## config.mk

```make
export PLATFORM = sky130hd
export DESIGN_NAME = dff_pipe
export DESIGN_NICKNAME = d
export VERILOG_FILES = /design/src/rtl/dff_pkg.sv /design/src/rtl/dff_stage.sv /design/src/rtl/dff_pipe.sv
export SDC_FILE = /design/constraint.sdc
export NUM_CORES = 1
export LEC_CHECK = 0
export CAP_MARGIN = 25
export CORE_AREA = 2 2 77 50
export CTS_CLUSTER_DIAMETER = 50
export DETAILED_ROUTE_END_ITERATION = 10
export DIE_AREA = 0 0 79 52
export PLACE_DENSITY = 0.86
export RECOVER_POWER = 25
export SYNTH_ARGS = -nofsm -noshare
export SYNTH_HDL_FRONTEND = slang
export SYNTH_SLANG_ARGS = --single-unit
```

## constraint.sdc

```tcl
create_clock -name clk -period 2.4 [get_ports clk]
set_input_delay 0.6 -clock clk [delete_from_list [all_inputs] [get_ports clk]]
set_output_delay 0.6 -clock clk [all_outputs]
set_load 0.02 [all_outputs]
```

## src/rtl/dff_pkg.sv

```systemverilog
// dff_pkg: shared helpers for dff_pipe (clog2, parity, occupancy width rule)
package dff_pkg;
    localparam int MAX_W = 1024;
    function automatic int clog2(input int v);
        int r = 0;
        while ((1 << r) < v) r++;
        return r;
    endfunction
    function automatic int occ_width(input int depth);
        return clog2(depth + 1);
    endfunction
    // zero-extension leaves even parity unchanged, so one wide argument serves every WIDTH
    function automatic logic parity(input logic [MAX_W-1:0] v);
        return ^v;
    endfunction
endpackage

```

## src/rtl/dff_stage.sv

```systemverilog
// dff_stage: one enable/flush-able register stage with async active-low reset
module dff_stage #(
    parameter int W = 9,
    parameter logic [W-1:0] RST_VAL = '0
) (
    input  logic         clk,
    input  logic         rst_n,
    input  logic         en,
    input  logic         flush,
    input  logic [W-1:0] d,
    output logic [W-1:0] q
);
    always_ff @(posedge clk or negedge rst_n)
        if (!rst_n) q <= RST_VAL;
        else if (flush) q <= RST_VAL;
        else if (en) q <= d;
endmodule

```

## src/rtl/dff_pipe.sv

```systemverilog
// dff_pipe: DEPTH-stage valid-tagged register pipeline with occupancy count;
// optional per-stage parity protection when DFF_PIPE_PARITY_EN is defined.
module dff_pipe
    import dff_pkg::*;
#(
    parameter int WIDTH = 8,
    parameter int DEPTH = 4,
    parameter logic [WIDTH-1:0] RST_VAL = '0
) (
    input  logic                        clk,
    input  logic                        rst_n,
    input  logic                        en,
    input  logic                        flush,
    input  logic [WIDTH-1:0]            din,
    input  logic                        din_vld,
    input  logic                        err_inj,
    output logic [WIDTH-1:0]            dout,
    output logic                        dout_vld,
    output logic [occ_width(DEPTH)-1:0] occ,
    output logic                        par_err
);
    localparam int OCC_W = occ_width(DEPTH);
    if (DEPTH < 1) begin : g_bad_depth
        $error("dff_pipe: DEPTH must be >= 1");
    end
`ifdef DFF_PIPE_PARITY_EN
    localparam int PW = WIDTH + 2;
    localparam logic [PW-1:0] ST_RST = {1'b0, parity(MAX_W'(RST_VAL)), RST_VAL};
    logic [PW-1:0] head;
    assign head = {din_vld, parity(MAX_W'(din)) ^ err_inj, din};
`else
    localparam int PW = WIDTH + 1;
    localparam logic [PW-1:0] ST_RST = {1'b0, RST_VAL};
    logic [PW-1:0] head;
    logic unused_err_inj;
    assign head = {din_vld, din};
    assign unused_err_inj = err_inj;
`endif
    logic [DEPTH-1:0][PW-1:0] st;
    for (genvar g = 0; g < DEPTH; g++) begin : g_stage
        logic [PW-1:0] d;
        if (g == 0) begin : g_head
            assign d = head;
        end else begin : g_link
            assign d = st[g-1];
        end
        dff_stage #(.W(PW), .RST_VAL(ST_RST)) u_stage (
            .clk   (clk),
            .rst_n (rst_n),
            .en    (en),
            .flush (flush),
            .d     (d),
            .q     (st[g])
        );
    end
    assign dout     = st[DEPTH-1][WIDTH-1:0];
    assign dout_vld = st[DEPTH-1][PW-1];
    // a valid entry can only leave when occ >= 1, so this never underflows
    always_ff @(posedge clk or negedge rst_n)
        if (!rst_n) occ <= '0;
        else if (flush) occ <= '0;
        else if (en) occ <= occ + OCC_W'(din_vld) - OCC_W'(dout_vld);
`ifdef DFF_PIPE_PARITY_EN
    always_ff @(posedge clk or negedge rst_n)
        if (!rst_n) par_err <= 1'b0;
        else if (flush) par_err <= 1'b0;
        else par_err <= dout_vld & (parity(MAX_W'(dout)) != st[DEPTH-1][WIDTH]);
`else
    assign par_err = 1'b0;
`endif
endmodule

```

# Word level (Yosys, flattened, before mapping)
# Cells that the tools add are included.
totals:
  regBits: 39
op_classes:
  addsub: 2
  n_mux: 10
  reduce_logical: 1
op_table:
  columns: ["op", "count"]
  rows:
  - ["9-bit two-way mux", 8]
  - ["3-bit two-way mux", 2]
  - ["3-bit by 1-bit adder with 3-bit output", 1]
  - ["3-bit by 1-bit subtractor with 3-bit output", 1]
  - ["2-bit nonzero test", 1]

# Depth between registers and ports, before layout
# Gate-level depths: netlist of run 1.
logic_depth:
  word_depth: 4
  mapped_depth: 9

# Hierarchy
# A second synthesis of run 1 with hierarchy kept.
hier_totals:
  hier_cells: 137
  area_unflattened_um2: 1662.8
by_module_without_submodules:
  columns: ["module", "n_inst", "cells_each", "area_per_inst_um2"]
  rows:
  - ["dff_stage", 4, 29, 364.1]
  - ["dff_pipe", 1, 21, 206.4]

# Worst setup path before layout of run 1
# OpenSTA, ideal clock, no wires.
synth_path:
  path_type: "reg-to-reg"
  start: "reg occ[0]"
  end: "reg occ[2]"
  setup_time_ns: 0.120
  arrival_ns: 1.787
  setup_slack_ns: 0.494
  path_stages_with_launch: 10
  cell_sequence: "dfrtp_1 inv_1 ha_1 inv_1 ha_1 inv_1 fa_1 xor2_1 a21oi_2 a31o_1"
synth_between:
  elab_chain_len: 4
synth_lines:
  columns: ["item", "line", "source"]
  rows:
  - ["start, declared", "dff_pipe.sv:19", "output logic [occ_width(DEPTH)-1:0] occ,"]
  - ["start signal, assigned", "dff_pipe.sv:62", "else if (en) occ <= occ + OCC_W'(din_vld) - OCC_W'(dout_vld);"]
  - ["3-bit by 1-bit adder with 3-bit output", "dff_pipe.sv:62", null]
  - ["3-bit by 1-bit subtractor with 3-bit output", "dff_pipe.sv:62", null]
  - ["3-bit two-way mux", "dff_pipe.sv:62", null]
  - ["3-bit two-way mux", "dff_pipe.sv:61", "else if (flush) occ <= '0;"]
# Every way passes these cells. The select of a mux whose other input is x is not followed.
# A chain may end at the register's enable or synchronous reset.

# Final worst setup path of run 1
layout_path:
  start: "in din_vld"
  end: "reg occ[2]"
layout_between:
  elab_chain_len: 4
layout_lines:
  columns: ["item", "line", "source"]
  rows:
  - ["start, declared", "dff_pipe.sv:15", "input logic din_vld,"]
  - ["3-bit by 1-bit adder with 3-bit output", "dff_pipe.sv:62", null]
  - ["3-bit by 1-bit subtractor with 3-bit output", "dff_pipe.sv:62", null]
  - ["3-bit two-way mux", "dff_pipe.sv:62", null]
  - ["3-bit two-way mux", "dff_pipe.sv:61", null]
# Every way passes these cells. The select of a mux whose other input is x is not followed.

==> metrics.md, run 1 <==
| Metric | Value |
|---|---|
| Result of the run | finished clean |
| Worst slew pin tran | about 940 ps |
| Most used cells in the layout excluding fill and tap cells | nor2_1 (39), dfrtp_1 (39), mux2i_1 (38), clkdlybuf4s50_1 (22), clkbuf_8 (5) |
| Post-synthesis register bit count | 39 |
| Setup repair after global routing missed its margin | false |
| Via density | 4.855 |
| First-pass GRT wire length | about 5 mm |
| TritonCTS clock tree | yes |
| Sequential fraction of the synthesis area | 0.5752 |
| Part of the cycle the worst path needs | 0.8305 |
| Pin count of the biggest net entering global routing | 41 |
| Total of max-cap violations | 0 |
| TritonCTS Sinks | 39 |
| Endpoint of the worst-slack reg-to-reg timing path | occ[2] |
| Number of global-route vias before repair | about 1.1k |
| Total power divided by cell area | approximately 610 mW/mm^2 |
| I/O pins | 27 |
| Share of cell area taken by muxes after synthesis | 0.2242 |
| Crit path cell chain | clkdlybuf4s50_1 > ha_1 > inv_1 > fa_1 > xor2_1 > a21oi_2 > a31o_1 |
| Largest family of logic cells by synthesized area | multiplexers |
| Kind of start point of the critical path | input port |
| Die extent in x | ~79 um |
| Area fraction in compound gates after synthesis | 0.01032 |
| Syn Nets | approximately 160 |
| Number of design rule violations left after detail routing | 0 |
| Worst slew margin relative to its limit | 0.3718 |
| Half-perimeter wire length of the detailed placement result | ~1.8 mm |
| Setup Viol. Count Final | 0 |
| Count of buffers from port buffering | 24 |
| Share of synthesized cell area in full adder, half adder and majority cells | 0.02655 |
| XOR/XNOR Fraction of Synth Area | 0.005162 |
| Slowest cell on crit path | clkdlybuf4s50_1 |
| Instance count of the mapped netlist | 138 |
| Library cells used by synthesis | 16 |
| R2R depth | 8 |
| Least setup slack across all paths after layout | 406.9 ps |
| Largest cells by area after synthesis | dfrtp_1 (58%), mux2i_1 (22%), nor2_1 (8.6%) |
| Minimum setup slack among reg-to-reg paths | 470 ps |
| Initial core utilization | 0.4924 |
| Category of the worst setup path capture point | register |
| Clock Latency Late Sink | 290 ps |
| Synthesis-to-finish area growth | 17.18% |
| Initial antenna violation count | 0 |
| Layout net count | 178 |
| Core Region | ~0.0034 sq mm |
| Crit. Startpoint | din_vld |
| Minimum clock period after layout | 1993 ps |
| Max-slew violation count | 0 |
| Count of routing violations after the opening detailed-route iteration | 41 |
| Worst ir drop on vdd | 407.9 uV |
| Simple-gate share of the synthesized area | 0.08997 |
| FMAX | 0.5017 GHz |
| Post-CTS Resized | 0 |
| Final Routed Wirelength | 2.719 mm |
| Average instance area after synthesis | 12.29 sq um |
| Routed via count | approximately 1.0k |
| H-tree Lvls | 2 |
| All-Layer GR Usage | 0.1600 |
| Data arrival time of the critical path | ~2200 ps |
| Largest driver fanout on the critical path | 2 |
| Clock tree skew after final layout | 4.368 ps |
| Worst-case clock buffer depth | 2 |
| Post-route ant nets | 0 |
| Worst-case setup slack after placement | ~140 ps |
| Leakage power of the design | a little over 1 nW |
| Yosys warning count | 0 |
| Hold Path Class | in2async |
| # Post-CTS Setup Buffers | 0 |
| Die extent in y | 52 um |
| Post-Route Setup TNS | 0 ps |
| Final antenna diode count | 0 |
| Post-synthesis instance area | 0.001697 sq mm |
| Clock transition at the register clock pins on the worst setup and hold paths after CTS | roughly 70 ps |
| First-pass DRT Iterations | 4 |
| Share of cells above drive strength 1 | 0.06250 |
| Die footprint | 0.004108 sq mm |
| Cell Rows | 17 |
| Clk Tree Root Cell | clkbuf_8 |
| Global placer's final weighted congestion | ~0.7 |
| Total grt overflow | 0 |
| Setup Crit Path Kind | in2reg |
| Final hold viol count | 0 |
| Required time reported for the critical path endpoint | 2580 ps |
| Largest stage delay on the critical path | 500 ps |
| Worst reg2reg path startpoint | g_stage[3].u_stage.q[8] |
| Hold buffer count at cts | 0 |
| Share of the synthesized area in the top cell type | 0.5752 |
| Total CTS buffers | 5 |
| Yosys top cell by area | dfrtp_1 |
| Wire length per cell after detailed routing | 13.14 um |
-- routing by layer --
layer / vias to the layer above / global-route usage / share of wire
li1: 489 / - / -
met1: 492 / 0.1840 / 0.45
met2: 24 / 0.2740 / 0.48
met3: 0 / 0.07292 / 0.067
met4: 0 / 0.04310 / 0
met5: - / 0 / 0
-- report_power, final --
group          switching (mW)  internal, mW  leakage [nW]
logic                  0.0682        0.0588         0.449
clock network           0.201         0.193        0.0371
registers              0.0125         0.677         0.535
-- registers in the layout, indices dropped and copies added (netlist names) --
signal and cells:
occ 3, g_stage.u_stage.q 36
-- worst max-delay path: cells and delay by family --
family / cells / cell delay [ps]
AO/OA/AOI/OAI: 2 / 260
XOR/XNOR: 1 / 220
adder cells (fa/ha/maj): 2 / 540
buffers and inverters: 2 / 550
-- synthesized netlist by cell type --
cell	number
dfrtp_1	39
nor2_1	39
mux2i_1	38
buf_8	4
inv_1	4
buf_2	3
ha_1	2
a21oi_2	1
a31o_1	1
buf_4	1
buf_6	1
clkbuf_1	1
conb_1	1
fa_1	1
nand2b_1	1
xor2_1	1
-- logic make-up after synthesis --
kind of cell               count (synthesis)
and+or+nand+nor                           40
DFF                                       39
muxes                                     38
buffers and inverters                     14
adders and majority gates                  3
AOI/OAI and AO/OA                          2
other                                      1
xor gates and xnor gates                   1
-- how the worst max path moves through the flow --
stage,end,slack [ps],cells after the start
finish,occ[2],410,7
CTS,occ[2],400,7
global route,occ[2],290,7
global placement,occ[2],160,7
detailed placement,occ[2],140,7
floorplan,occ[2],490,9
-- stage by stage --
stage / cell area (sq um) / power (mW) / hold slack, ps / cells / util
2_1_floorplan: 1697 / 0.7859 / 304.4 / 138 / -
3_3_place_gp: 1916 / 0.8222 / 499.5 / 201 / 0.5559
3_5_place_dp: 1916 / 0.8313 / 507.6 / 201 / 0.5559
4_1_cts: 1988 / 1.233 / 443.2 / 207 / 0.5770
5_1_grt: 1988 / 1.278 / 531.9 / 207 / 0.5770
6_report: 1988 / 1.212 / 447.7 / 207 / 0.5770
-- cell type report --
type                       instances  area (sq um)
tap                               47         58.81
timing repair buffer              26         257.7
clock buffer                       6         72.57
sequential                        39         975.9
fill                             295          1458
inverter                           4         15.01
multi-input combinational         85         608.1
Power figures use the tool's default switching activity.
==> run 2, diff against run 1 <==
--- a/config.mk
+++ b/config.mk
@@ -6,11 +6,11 @@
 export NUM_CORES = 1
 export LEC_CHECK = 0
 export CAP_MARGIN = 25
-export CORE_AREA = 2 2 77 50
+export CORE_AREA = 2 2 81 52
 export CTS_CLUSTER_DIAMETER = 50
 export DETAILED_ROUTE_END_ITERATION = 10
-export DIE_AREA = 0 0 79 52
-export PLACE_DENSITY = 0.86
+export DIE_AREA = 0 0 83 54
+export PLACE_DENSITY = 0.82
 export RECOVER_POWER = 25
 export SYNTH_ARGS = -nofsm -noshare
 export SYNTH_HDL_FRONTEND = slang
==> constraint.sdc (replaced) <==
create_clock -name clk -period 1.62 [get_ports clk]
set_input_delay 0.405 -clock clk [delete_from_list [all_inputs] [get_ports clk]]
set_output_delay 0.405 -clock clk [all_outputs]
set_load 0.02 [all_outputs]
==> run 2 against run 1 <==
Against the previous run:
- the flow now finishes with violations (setup timing)
- sequential share of layout area is 1.3 points lower
- setup slack got worse by 560 ps
- global-route usage decreased by 1.0 points
- routed wire length grew 5.4%
- final cell count grew 3.9%
- clock skew hardly changed
- sequential cell count did not move
- clock power rose by 45%
- worst hold slack worse by 110 ps
- critical path type is now reg2reg
- critical endpoint unchanged
==> metrics.md, run 2 (synthesis results as in run 1) <==
| Metric | Value |
|---|---|
| Final Routed Wirelength | 2.867 mm (+5.4%) |
| Hold buffer count at cts | 0 (unchanged) |
| Reported net switching power | 0.4148 mW (+47%) |
| Initial antenna violation count | 0 (unchanged) |
| Total CTS buffers | 5 (unchanged) |
| Total grt overflow | 0 (unchanged) |
| Part of the total power dissipated in the clock network | 0.319 (-0.007) |
| Die extent in y | 54 um (+3.8%) |
| Wire length per cell after detailed routing | 13.33 um (+1.5%) |
| Part of the cycle the worst path needs | 1.093 |
| Clock transition at the register clock pins on the worst setup and hold paths after CTS | 70 ps (about the same) |
| Largest stage delay on the critical path | 410 ps (-90 ps) |
| Most flop-heavy register | g_stage.u_stage.q |
| Share of cells above drive strength 1 | 0.1576 (+0.09508) |
| I/O pins | 27 (unchanged) |
| First-pass DRT Iterations | 4 (unchanged) |
| Post-Route Setup TNS | -267.7 ps (-267.7 ps) |
| Number of global-route vias before repair | 1,115 (+1.5%) |
| Half-perimeter wire length of the detailed placement result | 1.936 mm (+9.5%) |
| Minimum setup slack among reg-to-reg paths | -150 ps (-620 ps) |
| Result of the run | complete, but fails checks |
| Most frequent standard cell in the layout excluding fill and tap cells | nor2_1 |
| Combinational fraction of design power | 0.113 (+0.008) |
| FMAX | 0.5646 GHz |
| Violated checks | setup timing |
| Crit path cell chain | inv_2 > ha_4 > inv_2 > ha_4 > inv_2 > fa_2 > xor2_2 > a21oi_2 > a31o_1 |
| Worst reg2reg path startpoint | occ[0] |
| Least setup slack across all paths after layout | -151.1 ps (-558.0 ps) |
| All-Layer GR Usage | 0.1499 (-0.01006) |
| Clock tree skew after final layout | 4.239 ps (-0.1284 ps) |
| Die footprint | 0.004482 sq mm (+9.1%) |
| Final hold viol count | 0 (unchanged) |
| Layout net count | 183 (+2.8%) |
| Setup Viol. Count Final | 2 (+2) |
| Total of max-cap violations | 0 (unchanged) |
| Data arrival time of the critical path | 1950 ps (-220 ps) |
| First-pass GRT wire length | 4.974 mm (+1.5%) |
| Max reg flops | 36 (unchanged) |
| Hold Path Class | in2async |
| Sum of buffers and inverters on the critical path | 3 (+1) |
| Worst-case clock buffer depth | 2 (unchanged) |
| Slowest cell on crit path | dfrtp_2 |
| Count of routing violations after the opening detailed-route iteration | 56 (+37%) |
| Category of the worst setup path capture point | register |
| Cell family with the largest share of critical-path delay | adder cells |
| Initial core utilization | 0.4405 (-0.05183) |
| Sequential share of power | 0.568 (about the same) |
| Count of buffers from port buffering | 24 (unchanged) |
| Number of design rule violations left after detail routing | 0 (unchanged) |
| Worst slew margin relative to its limit | 0.3768 (+0.005059) |
| Cell occurring most often along the worst timing path | inv_2 |
| Kind of start point of the critical path | register |
| Die extent in x | 83 um (+5.1%) |
| Core Region | 0.003851 sq mm (+12%) |
| H-tree Lvls | 2 (unchanged) |
| Global placer's final weighted congestion | 0.7178 (+1.4%) |
| Via density | 4.772 (-1.7%) |
| Worst ir drop on vdd | 513.5 uV (+26%) |
| Clock Latency Late Sink | 280 ps (about the same) |
| Cell-internal power | 1.385 mW (+49%) |
| Largest driver fanout on the critical path | 2 (unchanged) |
| Final antenna diode count | 0 (unchanged) |
| TritonCTS Sinks | 39 (unchanged) |
| R2R depth | 9 (+1) |
| Pin count of the biggest net entering global routing | 41 (unchanged) |
| TritonCTS clock tree | yes |
| Routed via count | 1,026 (+2.1%) |
| Switch share | 0.2305 (-0.002328) |
| Post-route ant nets | 0 (unchanged) |
| Worst slew pin tran | 934.7 ps (-7.589 ps) |
| Clk Tree Root Cell | clkbuf_8 |
| Most used cells in the layout excluding fill and tap cells | nor2_1 (39), mux2i_1 (38), dfrtp_1 (37), dlygate4sd2_1 (11), clkdlybuf4s50_1 (10) |
| Cell Rows | 18 (+1) |
| Endpoint of the worst-slack reg-to-reg timing path | occ[2] |
| Leakage power of the design | 1.091 nW (+6.8%) |
| Setup repair after global routing missed its margin | true |
| Minimum clock period after layout | roughly 1800 ps |
| Total power divided by cell area | 879.7 mW/mm^2 (+44%) |
| Setup Crit Path Kind | reg2reg |
| Leading registers by flop count | g_stage.u_stage.q (36), occ (3) |
| Max-slew violation count | 0 (unchanged) |
| Synthesis-to-finish area growth | 20.58% |
| End-of-flow core utilization | 0.5312 (-0.04579) |
| Required time reported for the critical path endpoint | 1800 ps (-780 ps) |
run 2: final cells by class:
| type | count | area (sq um) |
|---|---|---|
| clock buffer | 6 | 72.57 |
| fill | 332 | 1805 |
| inverter | 4 | 15.01 |
| multi-input combinational | 85 | 643.1 |
| sequential | 39 | 978.4 |
| tap | 50 | 62.56 |
| timing repair buffer | 31 | 274.0 |
run 2: metrics by stage:
stage	area [sq um]	setup slack (ps)	hold slack (ps)	instances	power, mW
after floorplan	1709	-171.2	109.4	138	1.168
after global placement	1962	-325.4	470.3	208	1.231
after detailed placement	1962	-392.3	481.6	208	1.240
after CTS	2054	-164.4	173.8	215	1.827
after global routing	2046	-213.5	408.7	215	1.894
final	2046	-151.1	337.0	215	1.800
run 2: how the worst max path moves through the flow:
| stage | startpoint | endpoint | slack [ps] | cells after the start |
|---|---|---|---|---|
| 6_report | occ[0] | occ[2] | -150 | 9 |
| 5_1_grt | occ[0] | occ[2] | -210 | 9 |
| 4_1_cts | occ[0] | occ[2] | -160 | 9 |
| 3_5_place_dp | din_vld | occ[2] | -390 | 7 |
| 3_3_place_gp | din_vld | occ[2] | -330 | 7 |
| 2_1_floorplan | occ[0] | occ[2] | -170 | 9 |
run 2: repair_timing:
| item | CTS | global route |
|---|---|---|
| buffers inserted | 1 | 0 |
| pin swaps | 2 | 1 |
| endpoints found under the setup margin | 14 | 3 |
| gates resized for setup | 19 | 2 |
run 2: routing by layer:
| metal | wire length [um] | track usage | part of all wire | up-vias |
|---|---|---|---|---|
| met5 | 0 | 0 | 0 | - |
| met2 | 1368 | 0.2675 | 0.48 | 20 |
| met3 | 125 | 0.04908 | 0.044 | 5 |
| met1 | 1310 | 0.1590 | 0.46 | 499 |
| met4 | 63 | 0.1011 | 0.022 | 0 |
| li1 | - | - | - | 502 |
run 2: power groups by stage:
stage	Combinational (mW)	Clock, mW	Sequential, mW
finish	0.203	0.574	1.02
global route	0.226	0.642	1.03
CTS	0.208	0.596	1.02
detailed placement	0.199	0	1.04
global placement	0.192	0	1.04
floorplan	0.123	0	1.04
